$ cat config.mk
export PLATFORM = sky130hd
export DESIGN_NAME = fifo_wr_arbiter
export DESIGN_NICKNAME = d
export VERILOG_FILES = /design/src/rtl/fifo_arb_pkg.sv /design/src/rtl/rr_arbiter.sv /design/src/rtl/fifo_wr_arbiter.sv
export SDC_FILE = /design/constraint.sdc
export NUM_CORES = 1
export LEC_CHECK = 0
export ABC_AREA = 1
export CAP_MARGIN = 20
export CORE_MARGIN = 5
export CORE_UTILIZATION = 41
export CTS_CLUSTER_DIAMETER = 200
export DETAILED_ROUTE_END_ITERATION = 10
export GPL_TIMING_DRIVEN = 0
export PLACE_DENSITY = 0.79
export SYNTH_ARGS = -nofsm -noshare
export SYNTH_HDL_FRONTEND = slang
export SYNTH_SLANG_ARGS = --single-unit
$ cat constraint.sdc
create_clock -name clk -period 3.49 [get_ports clk]
set_input_delay 1.047 -clock clk [delete_from_list [all_inputs] [get_ports clk]]
set_output_delay 1.047 -clock clk [all_outputs]
set_load 0.01 [all_outputs]
$ cat src/rtl/fifo_arb_pkg.sv
// Shared types, defaults and the round-robin pick helper for the line-FIFO
// write arbiter. DATA/ADDR defaults match the line FIFO instance.
package fifo_arb_pkg;

  localparam int DEF_DATA_SIZE = 32;
  localparam int DEF_ADDR_SIZE = 4;

  // Widest requester vector the helper handles; narrower vectors are
  // zero-extended by the caller.
  localparam int MAX_REQ = 8;

  typedef enum logic [0:0] {
    IDLE  = 1'b0,
    BURST = 1'b1
  } arb_state_t;

  // One-hot pick of the first asserted req bit at or after ptr, wrapping
  // modulo n. Returns zero when nothing in the low n bits is requesting.
  function automatic logic [MAX_REQ-1:0] rr_pick(input logic [MAX_REQ-1:0] req,
                                                  input int ptr,
                                                  input int n);
    logic [MAX_REQ-1:0] pick;
    logic               found;
    int                 idx;
    pick  = '0;
    found = 1'b0;
    for (int i = 0; i < MAX_REQ; i++) begin
      idx = ptr + i;
      if (idx >= n) idx = idx - n;
      if (!found && (i < n) && (((req >> idx) & MAX_REQ'(1)) != '0)) begin
        pick  = MAX_REQ'(1) << idx;
        found = 1'b1;
      end
    end
    return pick;
  endfunction

endpackage

$ cat src/rtl/rr_arbiter.sv
// Combinational round-robin priority pick: first requester at or after ptr,
// wrapping, as a one-hot vector plus its encoded index.
module rr_arbiter
  import fifo_arb_pkg::*;
#(
  parameter int NUM_REQ = 4,
  parameter int PTR_W   = 2
) (
  input  logic [NUM_REQ-1:0] req,
  input  logic [PTR_W-1:0]   ptr,
  output logic [NUM_REQ-1:0] pick,
  output logic [PTR_W-1:0]   pick_idx,
  output logic               any
);

  logic [MAX_REQ-1:0] pick_ext;

  // Rotating priority search over the zero-extended request vector.
  always_comb begin
    pick_ext = rr_pick(MAX_REQ'(req), int'(ptr), NUM_REQ);
  end

  assign pick = pick_ext[NUM_REQ-1:0];
  assign any  = |pick_ext;

  // Encode the one-hot pick; only one bit can be set.
  always_comb begin
    pick_idx = '0;
    for (int i = 0; i < NUM_REQ; i++) begin
      if (pick[i]) pick_idx = PTR_W'(i);
    end
  end

endmodule

$ cat src/rtl/fifo_wr_arbiter.sv
// Write-port arbiter for the line FIFO: round-robin grants with bounded
// bursts, registered write port, own occupancy tracking (the FIFO has no
// flags) and pass-through of consumer read acknowledges.
//
//   state | meaning
//   ------+-----------------------------------------------------------
//   IDLE  | no owner; grant the first requester from rr_ptr (wrapping)
//   BURST | owner keeps the port while it requests, space remains and
//         | fewer than MAX_BURST words have been accepted
module fifo_wr_arbiter
  import fifo_arb_pkg::*;
#(
  parameter int NUM_REQ    = 4,
  parameter int DATA_SIZE  = DEF_DATA_SIZE,
  parameter int ADDR_SIZE  = DEF_ADDR_SIZE,
  parameter int FIFO_DEPTH = 16,
  parameter int MAX_BURST  = 4
) (
  input  logic                           clk,
  input  logic                           nRST,
  input  logic [NUM_REQ-1:0]             req,
  input  logic [NUM_REQ*DATA_SIZE-1:0]   req_data,
  output logic [NUM_REQ-1:0]             gnt,
  output logic [DATA_SIZE-1:0]           fifo_data_in,
  output logic                           fifo_w_e,
  input  logic                           cons_r_ack,
  output logic                           fifo_r_ack,
  output logic [ADDR_SIZE:0]             level,
  output logic                           empty,
  output logic                           full
);

  localparam int PTR_W = (NUM_REQ > 1) ? $clog2(NUM_REQ) : 1;
  localparam int CNT_W = (MAX_BURST > 1) ? $clog2(MAX_BURST + 1) : 1;
  localparam int LVL_W = ADDR_SIZE + 1;

  localparam logic [0:0]       S_IDLE   = 1'(IDLE);
  localparam logic [0:0]       S_BURST  = 1'(BURST);
  localparam logic [LVL_W-1:0] DEPTH    = LVL_W'(FIFO_DEPTH);
  localparam logic [CNT_W-1:0] LAST_CNT = CNT_W'(MAX_BURST - 1);

  logic [0:0]         state;
  logic [PTR_W-1:0]   rr_ptr;
  logic [PTR_W-1:0]   owner;
  logic [CNT_W-1:0]   burst_cnt;
  logic [LVL_W-1:0]   rd_count;

  logic [NUM_REQ-1:0] pick_oh;
  logic [PTR_W-1:0]   pick_idx;
  logic               pick_any;

  logic               space;
  logic [NUM_REQ-1:0] gnt_c;
  logic               accept;
  logic               burst_end;
  logic [PTR_W-1:0]   acc_idx;
  logic [DATA_SIZE-1:0] acc_data;

  function automatic logic [PTR_W-1:0] ptr_inc(input logic [PTR_W-1:0] p);
    return (p == PTR_W'(NUM_REQ - 1)) ? '0 : p + 1'b1;
  endfunction

  rr_arbiter #(
    .NUM_REQ (NUM_REQ),
    .PTR_W   (PTR_W)
  ) u_rr_arbiter (
    .req      (req),
    .ptr      (rr_ptr),
    .pick     (pick_oh),
    .pick_idx (pick_idx),
    .any      (pick_any)
  );

  assign space = (level < DEPTH);

  // Grant decode: IDLE takes the round-robin pick, BURST only the owner.
  // Held at zero while reset is asserted so no accept is seen mid-reset.
  always_comb begin
    gnt_c     = '0;
    accept    = 1'b0;
    burst_end = 1'b0;
    acc_idx   = owner;
    case (state)
      S_IDLE: begin
        if (space && pick_any) begin
          gnt_c   = pick_oh;
          accept  = 1'b1;
          acc_idx = pick_idx;
        end
      end
      S_BURST: begin
        if (space && req[owner]) begin
          gnt_c[owner] = 1'b1;
          accept       = 1'b1;
          burst_end    = (burst_cnt == LAST_CNT);
        end else begin
          burst_end = 1'b1;
        end
      end
      default: ;
    endcase
    if (nRST) begin
      gnt_c     = '0;
      accept    = 1'b0;
      burst_end = 1'b0;
    end
  end

  assign gnt = gnt_c;

  // Slice of the word being accepted this cycle.
  always_comb begin
    acc_data = req_data[int'(acc_idx)*DATA_SIZE +: DATA_SIZE];
  end

  // Ownership FSM: burst tracking and round-robin pointer rotation.
  always_ff @(posedge clk or posedge nRST) begin
    if (nRST) begin
      state     <= S_IDLE;
      rr_ptr    <= '0;
      owner     <= '0;
      burst_cnt <= '0;
    end else begin
      case (state)
        S_IDLE: begin
          if (accept) begin
            owner     <= pick_idx;
            burst_cnt <= CNT_W'(1);
            if (MAX_BURST > 1) begin
              state <= S_BURST;
            end else begin
              rr_ptr <= ptr_inc(pick_idx);
            end
          end
        end
        S_BURST: begin
          if (accept) burst_cnt <= burst_cnt + 1'b1;
          if (burst_end) begin
            state  <= S_IDLE;
            rr_ptr <= ptr_inc(owner);
          end
        end
        default: state <= S_IDLE;
      endcase
    end
  end

  // Registered FIFO write port; data holds between accepts.
  always_ff @(posedge clk or posedge nRST) begin
    if (nRST) begin
      fifo_w_e     <= 1'b0;
      fifo_data_in <= '0;
    end else begin
      fifo_w_e <= accept;
      if (accept) fifo_data_in <= acc_data;
    end
  end

  // Reads only reach the FIFO when a landed word exists.
  assign fifo_r_ack = cons_r_ack & ~empty;

  // level counts committed words (in-flight included); rd_count counts
  // words that have actually landed, which is what gates reads.
  always_ff @(posedge clk or posedge nRST) begin
    if (nRST) begin
      level    <= '0;
      rd_count <= '0;
    end else begin
      case ({accept, fifo_r_ack})
        2'b10:   level <= level + 1'b1;
        2'b01:   level <= level - 1'b1;
        default: ;
      endcase
      case ({fifo_w_e, fifo_r_ack})
        2'b10:   rd_count <= rd_count + 1'b1;
        2'b01:   rd_count <= rd_count - 1'b1;
        default: ;
      endcase
    end
  end

  assign empty = (rd_count == '0);
  assign full  = (level == DEPTH);

endmodule
==> impl_metrics.tcl <==
set metrics [dict create \
    setup_viol 0 \
    place_ws_ns -0.972 \
    synth_cell_type_count 32 \
    drive_above_1_share 0.128 \
    final_common_cell "nand2_1" \
    max_freq_mhz 295 \
    final_cells 1108 \
    hold_class "reg -> reg" \
    slowest_delay_ns 0.23 \
    timing.slew.headroom 0.626 \
    first_pass_iters 5 \
    die_w_um 117 \
    path_delay_family "simple AND/OR/NAND/NOR gates" \
    synth-seq-area-share 0.274 \
    tightest_slew_ns 0.560 \
    rsz0062_at_grt "true" \
    num_io_pins 180 \
    path_common_cell "nand2_2" \
    syn_area_sq_um 4660 \
    setup_ws_ns 0.0969 \
    routedWlPerCell_um 14.0 \
    drt-initial-drc-count 270 \
    clkSinkCount 51 \
    antennaDiodeCount 0 \
    cts_htree_levels 2 \
    period_minus_slack_ns 3.39 \
    antenna_found_initial 0 \
    ir_drop_uv 484 \
    skew_ns 0.00634 \
    dp.cells 1084 \
    fin_nets 1123 \
    start_util 0.414 \
    yosys_warnings 0 \
    synthesis.nets 920 \
    avgSynthCellArea_sq_um 6.13 \
    fillers 1025 \
    num_rows 39 \
    dieArea_sq_um 13600 \
    p_leak_nw 3.92 \
    cp.buffers_inverters 3 \
    cts-root-buf "clkbuf_16" \
    grt_first_pass_wirelength_mm 24.5 \
    yosys_most_used_dff "dfrtp_1" \
    worstSetupPathType "in -> reg" \
    start_kind "input port" \
    clock_latency_ns 0.29 \
    cts_tree "built" \
    hold_ws_ns 0.482 \
    min_period_over_period 0.972 \
    synthArstFlopShare 1.00 \
    drc 0 \
    fin_tns_setup_ns 0 \
    route.vias.total 5387 \
    io_buffers 179 \
    place_hpwl_mm 11.4 \
    vias_per_cell 4.86 \
    clk_pin_slew_ns 0.07 \
    crit_slowest_cell "or2_1" \
    grt_max_degree 34 \
    netlist_instances 761 \
    core_area_sq_um 11300 \
    grt_pass1_vias 5168 \
    required_ns 3.66 \
    drv_slew 0 \
    cp-end-kind "flip-flop" \
    track_usage 0.224 \
    areaGrowthSynthToFinish_pct 52.3 \
    ant_nets 0 \
    cts_buffer_depth 2 \
    path_cells "buf_2 -> nand2_2 -> nand2_1 -> nand2_1 -> nand2_2 -> buf_6 -> nand4_1 -> nand3_2 -> nor2_4 -> nand2_2 -> nand2_4 -> nand2_2 -> or2_1 -> nand2_4 -> ha_4 -> ha_4 -> a21o_1 -> a21oi_1 -> inv_1 -> o21ai_1 -> a21oi_1 -> xor2_1" \
    synth-seq-cells 51 \
    cts_buffers 5 \
    final_cell_mix "nand2_1, nand3_1, clkdlybuf4s50_1, inv_1, dfrtp_1" \
    gp_congestion 0.911 \
    globalRouteOverflowTotal 0 \
    cap_violations 0 \
    outcome "completed" \
    final_hold_viol_count 0 \
    die_y_um 117 \
    power_density_nw_per_um2 1070 \
    worst-path-max-fanout 4 \
    cp.arrival_ns 3.57 \
    wl_mm 15.5 \
    synth_edf_count 0 \
]
## report_power, final
group	switching, mW	internal [mW]	total [mW]
combinational	3.51	2.39	5.90
clock	0.243	0.362	0.604
sequential	0.226	0.898	1.12
## Yosys cell counts (all sizes together) (3+ instances only)
cell,n,area [sq um]
nand2,236,911
nand3,187,956
inv,164,616
dfrtp,51,1280
buf,36,240
ha,22,275
nor2,15,66.3
o21ai,14,70.1
a21oi,13,65.1
nand4,3,18.8
or2,3,18.8
## worst register-to-register path, cell delays in order (launching register included)
cell     delay [ns]
dfrtp_2        0.43
buf_6          0.18
ha_2           0.24
inv_1          0.05
nand2_1        0.12
nand3_2        0.12
buf_4          0.15
nand4_1        0.09
nand3_2        0.12
nor2_4         0.14
nand2_2        0.08
nand2_4        0.07
nand2_2        0.05
or2_1          0.23
nand2_4        0.10
ha_4           0.18
ha_4           0.22
a21o_1         0.17
a21oi_1        0.11
inv_1          0.06
o21ai_1        0.11
a21oi_1        0.06
xor2_1         0.14
## per-layer routing
| metal | vias up | routed length [um] | global-route usage | part of all wire |
|---|---|---|---|---|
| met1 | 2415 | 6350 | 0.269 | 0.41 |
| li1 | 2752 | - | - | - |
| met5 | - | 0 | 0 | 0 |
| met3 | 18 | 1480 | 0.0715 | 0.096 |
| met2 | 202 | 7450 | 0.392 | 0.48 |
| met4 | 0 | 197 | 0.0497 | 0.013 |
## cell families after synthesis
family                     after synthesis  share of synthesized area
buffers and inverters                  200                      0.184
xor gates and xnor gates                 4                    0.00751
AOI/OAI and AO/OA                       34                     0.0397
adders and majority gates               24                     0.0676
and+or+nand+nor                        448                      0.428
DFF                                     51                      0.274
## stage by stage
stage	util	total power, mW	area (sq um)
after floorplan	-	4.93	4700
after global placement	0.592	6.52	6670
after detailed placement	0.593	6.61	6690
after CTS	0.622	7.45	7010
after global routing	0.630	8.42	7100
final	0.630	7.63	7100
## flip-flops by register name, indices dropped and copies added (netlist names)
signal,flops
burst_cnt,3
fifo_data_in,32
fifo_w_e,1
level,5
owner,2
rd_count,5
rr_ptr,2
state,1
## what timing repair did
action | 4_1_cts | 5_1_grt
endpoints found under the hold margin | 0 | 0
resized for setup | 40 | 33
hold buffers | 0 | 0
pin swaps | 19 | 21
setup endpoints to repair | 8 | 6
buffers inserted | 12 | 4
gates cloned | 2 | 0
## path summary, 6_finish.rpt
path	start	end	slack (ns)	depth (start not counted)
worst max register to register	rr_ptr[0]	level[4]	0.14	22
worst min register to register	fifo_data_in[4]	fifo_data_in[4]	0.48	2
worst max-delay path	req[0]	level[4]	0.1	22
worst min-delay path	fifo_data_in[4]	fifo_data_in[4]	0.48	2
min in group asynchronous	nRST	burst_cnt[2]	1.37	2
max in group asynchronous	nRST	level[2]	1.84	2
## layout make-up
cell class	instances	area, sq um	area share
multi-input cells	511	2710	0.381
repair buffers	196	1910	0.269
flip-flops and latches	51	1280	0.180
inverters	164	627	0.0883
plain buffers	34	218	0.0307
well taps	143	179	0.0252
clock buffers	6	139	0.0196
clock inverters	2	38.8	0.00546
repair inverters	1	5.00	0.000705
No activity file was read; power rests on OpenSTA's default activity.
==> RTL edit 1 (same flow settings) <==
Reset style: synchronous (`nRST`), changed in 3 clocked blocks.
--- a/src/rtl/fifo_wr_arbiter.sv
+++ b/src/rtl/fifo_wr_arbiter.sv
@@ -114,7 +114,7 @@
   end
 
   // Ownership FSM: burst tracking and round-robin pointer rotation.
-  always_ff @(posedge clk or posedge nRST) begin
+  always_ff @(posedge clk) begin
     if (nRST) begin
       state     <= S_IDLE;
       rr_ptr    <= '0;
@@ -146,7 +146,7 @@
   end
 
   // Registered FIFO write port; data holds between accepts.
-  always_ff @(posedge clk or posedge nRST) begin
+  always_ff @(posedge clk) begin
     if (nRST) begin
       fifo_w_e     <= 1'b0;
       fifo_data_in <= '0;
@@ -161,7 +161,7 @@
 
   // level counts committed words (in-flight included); rd_count counts
   // words that have actually landed, which is what gates reads.
-  always_ff @(posedge clk or posedge nRST) begin
+  always_ff @(posedge clk) begin
     if (nRST) begin
       level    <= '0;
       rd_count <= '0;
Check against the original RTL: differs if nRST is asserted again (counterexample within 4 cycles, from zero or initial values and one cycle with nRST high); with nRST held inactive, the same outputs for 4 cycles.
==> RTL edit 1 against the original RTL <==
Wire length decreased by 4.5%; sequential share of layout area decreased by 2.9 points; synthesized area decreased by 6.3%; sequential cell count unchanged; total power increased by 7.2%; synthesized cell count decreased by 0.26%; cell area decreased by 4.1%; worst setup slack got worse by 0.095 ns; critical path type is now in2out; critical endpoint is now gnt[0]; largest cell class unchanged.
==> RTL edit 1: results (changes against the original RTL) <==
* Peak supply drop at 0.6229 mV (+29%)
* Ys async rst share at 0 (-1.000)
* Leak pwr at 3.669 nW (-6.5%)
* Met2 GRT Util at 0.3768 (-0.01529)
* Met3 wire length at 1.208 mm (-18%)
* Setup WS pre-CTS at -0.9425 ns (+0.02973 ns)
* Vias in the first global route at 4862 (-5.9%)
* Clock insertion delay at the later pin of the skew report at 0.32 ns (+0.03 ns)
* Syn avg cell area at 5.760 sq um (-6.0%)
* Sequential share of the synthesized area at 0.2335 (-0.04014)
* Synth Net Count at 918 (-0.22%)
* Pin count of the biggest net entering global routing at 15 (-56%)
* Critical-path cell with the highest stage delay: clkdlybuf4s15_2
* DP Area at 6341 sq um (-5.2%)
* Via count at 5219 (-3.1%)
* Input/output buffers at 178 (-0.56%)
* Number of DRC markers in iteration 0 at 354 (+31%)
* Post-Place Cells at 1073 (-1.0%)
* Compound-Gate Fraction of Synth Area at 0.05123 (+0.01152)
* Resized Gates After CTS at 49 (+23%)
* Post-Synth XOR/XNOR Area at 0.008014 (+0.0005010)
* GRT Overall Usage at 0.2151 (-0.008862)
* Sw Share at 0.5364 (+0.01457)
* Vias per cell at 4.740 (-2.5%)
* Commonest cells in the netlist: nand2_1 (238), inv_1 (166), nand3_1 (152)
* Critical Path AT at 2.44 ns (-1.13 ns)
* Ys flop type: dfxtp_1
* Routability congestion estimate at 0.8762 (-3.9%)
* Dpl hpwl at 10.89 mm (-4.8%)
* Ratio of cells with drive above 1 in the final layout at 0.1347 (+0.006218)
* First-pass GRT wire length at 22.74 mm (-7.2%)
* Status: completed
* Area Growth Syn to Fin at 55.78%
* Clk_skew at 0.005102 ns (-0.001234 ns)
* Grt met1 use at 0.2614 (-0.008052)
* Power share of the clock group at 0.045 (-0.034)
* WL final at 14.77 mm (-4.5%)
* Fillers at 938 (-8.5%)
* DRT Pass-1 Iters at 4 (-1)
* GR met3 Demand/Resource at 0.05775 (-0.01375)
* Setup bufs post-CTS at 8 (-4)
* Wl on met1 at 5.962 mm (-6.1%)
-- RTL edit 1: final cells by class --
| class | instances | share of cell area |
|---|---|---|
| Buffer | 35 | 0.03693 |
| Clock buffer | 6 | 0.01213 |
| Clock inverter | 1 | 0.0007349 |
| Inverter | 172 | 0.09609 |
| Multi-Input combinational cell | 501 | 0.3952 |
| Sequential cell | 51 | 0.1510 |
| Tap cell | 136 | 0.02499 |
| Timing Repair Buffer | 199 | 0.2829 |
-- RTL edit 1: final timing paths --
check                                     start  depth (start not counted)  slack (ns)                             to
setup / recovery                         req[1]                         12       0.002                         gnt[0]
hold / removal    fifo_data_in[12]$_SDFFE_PP0P_                          2        0.45  fifo_data_in[12]$_SDFFE_PP0P_
setup reg to reg         rr_ptr[1]$_SDFFE_PP0P_                         23        0.07          level[4]$_SDFFE_PP0P_
hold reg to reg   fifo_data_in[12]$_SDFFE_PP0P_                          2        0.45  fifo_data_in[12]$_SDFFE_PP0P_
==> RTL edit 2 (same settings) <==
Made on the original files. Change the parameter `MAX_BURST` from 4 to 8.
--- a/src/rtl/fifo_wr_arbiter.sv
+++ b/src/rtl/fifo_wr_arbiter.sv
@@ -14,7 +14,7 @@
   parameter int DATA_SIZE  = DEF_DATA_SIZE,
   parameter int ADDR_SIZE  = DEF_ADDR_SIZE,
   parameter int FIFO_DEPTH = 16,
-  parameter int MAX_BURST  = 4
+  parameter int MAX_BURST  = 8
 ) (
   input  logic                           clk,
   input  logic                           nRST,
Formal check against the unedited RTL: not equivalent (Yosys sat finds a counterexample within 10 cycles, from zero or initial values and one cycle with nRST high).
==> RTL edit 2 against the original RTL <==
Worst setup slack got worse by 0.0075 ns; count of clock-buffer cells in the layout fell by 1; non-clock buffer count grew 9; first-iteration DRC count down 5.9%; register-to-register slack worse by 0.03 ns; wire length rose by 2.3%; total power down 0.23%; synthesized area grew 0.89%; cell area increased by 1.9%; sequential cell count up 1.
==> RTL edit 2: results (changes against the original RTL) <==
* Pint at 3.633 mW (-0.39%)
* Yosys cell types at 36 (+13%)
* Synth Net Count at 925 (+0.54%)
* WHS Endpoint: fifo_data_in[13]$_DFFE_PP0P_
* DP Area at 6730 sq um (+0.64%)
* Post-Synth Adder-Cell Area at 0.06436 (-0.003253)
* Routability congestion estimate at 0.8912 (-2.2%)
* Worst-Margin Slew at 0.7281 ns (+0.1684 ns)
* Sequential share of the synthesized area at 0.2766 (+0.002917)
* Compound-Gate Fraction of Synth Area at 0.04495 (+0.005237)
* Clock insertion delay at the later pin of the skew report at 0.31 ns (+0.02 ns)
* Min Hold Slack at 0.4802 ns (-0.001515 ns)
* Crit share post-route at 0.9744 (+0.002141)
* Clk_skew at 0.01000 ns (+0.003667 ns)
* Leak pwr at 3.946 nW (+0.54%)
* Vias in the first global route at 5046 (-2.4%)
* Status: completed
* Worst hold start: fifo_data_in[13]$_DFFE_PP0P_
* R2R setup slack at 0.11 ns (-0.03 ns)
* Top cells by area, synth: dfrtp_1 (28%), nand3_1 (20%), nand2_1 (17%)
* Crit. Startpoint: req[3]
* WL final at 15.84 mm (+2.3%)
* Commonest cells in the netlist: nand2_1 (219), nand3_1 (184), inv_1 (160)
* GRT Overall Usage at 0.2214 (-0.002625)
* First-pass GRT wire length at 24.23 mm (-1.1%)
* Comb power frac at 0.772 (about the same)
* Final net count at 1136 (+1.2%)
* Crit Reg-Reg Startpoint: rr_ptr[1]$_DFFE_PP0P_
* Ratio of cells with drive above 1 in the final layout at 0.1379 (+0.009398)
* Vias per cell at 4.863 (about the same)
* Drt wl/cell at 14.11 um (+1.1%)
* Top fanout value on the critical path at 6 (+2)
RTL edit 2: changes by cell type after synthesis, moves of 3 or more:
cell     change
inv_1        +4
a21oi_1      +3
buf_2        +9
buf_4       -10
nand2_1      -9
RTL edit 2: timing repair:
| item | 4_1_cts | 5_1_grt |
|---|---|---|
| gates cloned | 1 | 1 |
| pin swaps | 8 | 22 |
| setup endpoints to repair | 8 | 6 |
| hold buffers | 0 | 0 |
| resized for setup | 42 | 40 |
| buffers inserted | 9 | 14 |
RTL edit 2: final cells by class:
cell class / count / share of cell area
buffer: 36 / 0.02940
timing repair buffer: 203 / 0.2700
timing repair inverter: 1 / 0.0006918
clock inverter: 3 / 0.006572
tap: 143 / 0.02473
multi-input combinational: 511 / 0.3820
sequential: 52 / 0.1802
clock buffer: 5 / 0.01730
inverter: 168 / 0.08907
RTL edit 2: worst max-delay path: stages:
cell and delay, ns:
buf_4 0.13, nand2_1 0.11, nand2_1 0.09, nand2_2 0.08, nand2_4 0.08, nor2_4 0.15, nand2_1 0.08, nand3_2 0.11
nand3_2 0.09, nand2_2 0.10, inv_2 0.05, nand2_2 0.06, or2_1 0.11, nand2_2 0.08, ha_4 0.21, fa_2 0.37
a21oi_2 0.12, nor2_1 0.06, o31ai_1 0.27, a21oi_2 0.06, xor2_1 0.14
RTL edit 2: layer usage:
layer | up-vias | share of wire | GRT usage
met2 | 181 | 0.49 | 0.3675
met5 | - | 0 | 0
li1 | 2794 | - | -
met1 | 2451 | 0.42 | 0.2867
met3 | 30 | 0.072 | 0.05296
met4 | 0 | 0.023 | 0.06651
RTL edit 2: cell families after synthesis:
logic type,Yosys count
AO/OA/AOI/OAI,39
XOR/XNOR,6
adder cells (fa/ha/maj),23
buffers and inverters,205
flip-flops,52
AND/OR/NAND/NOR,442
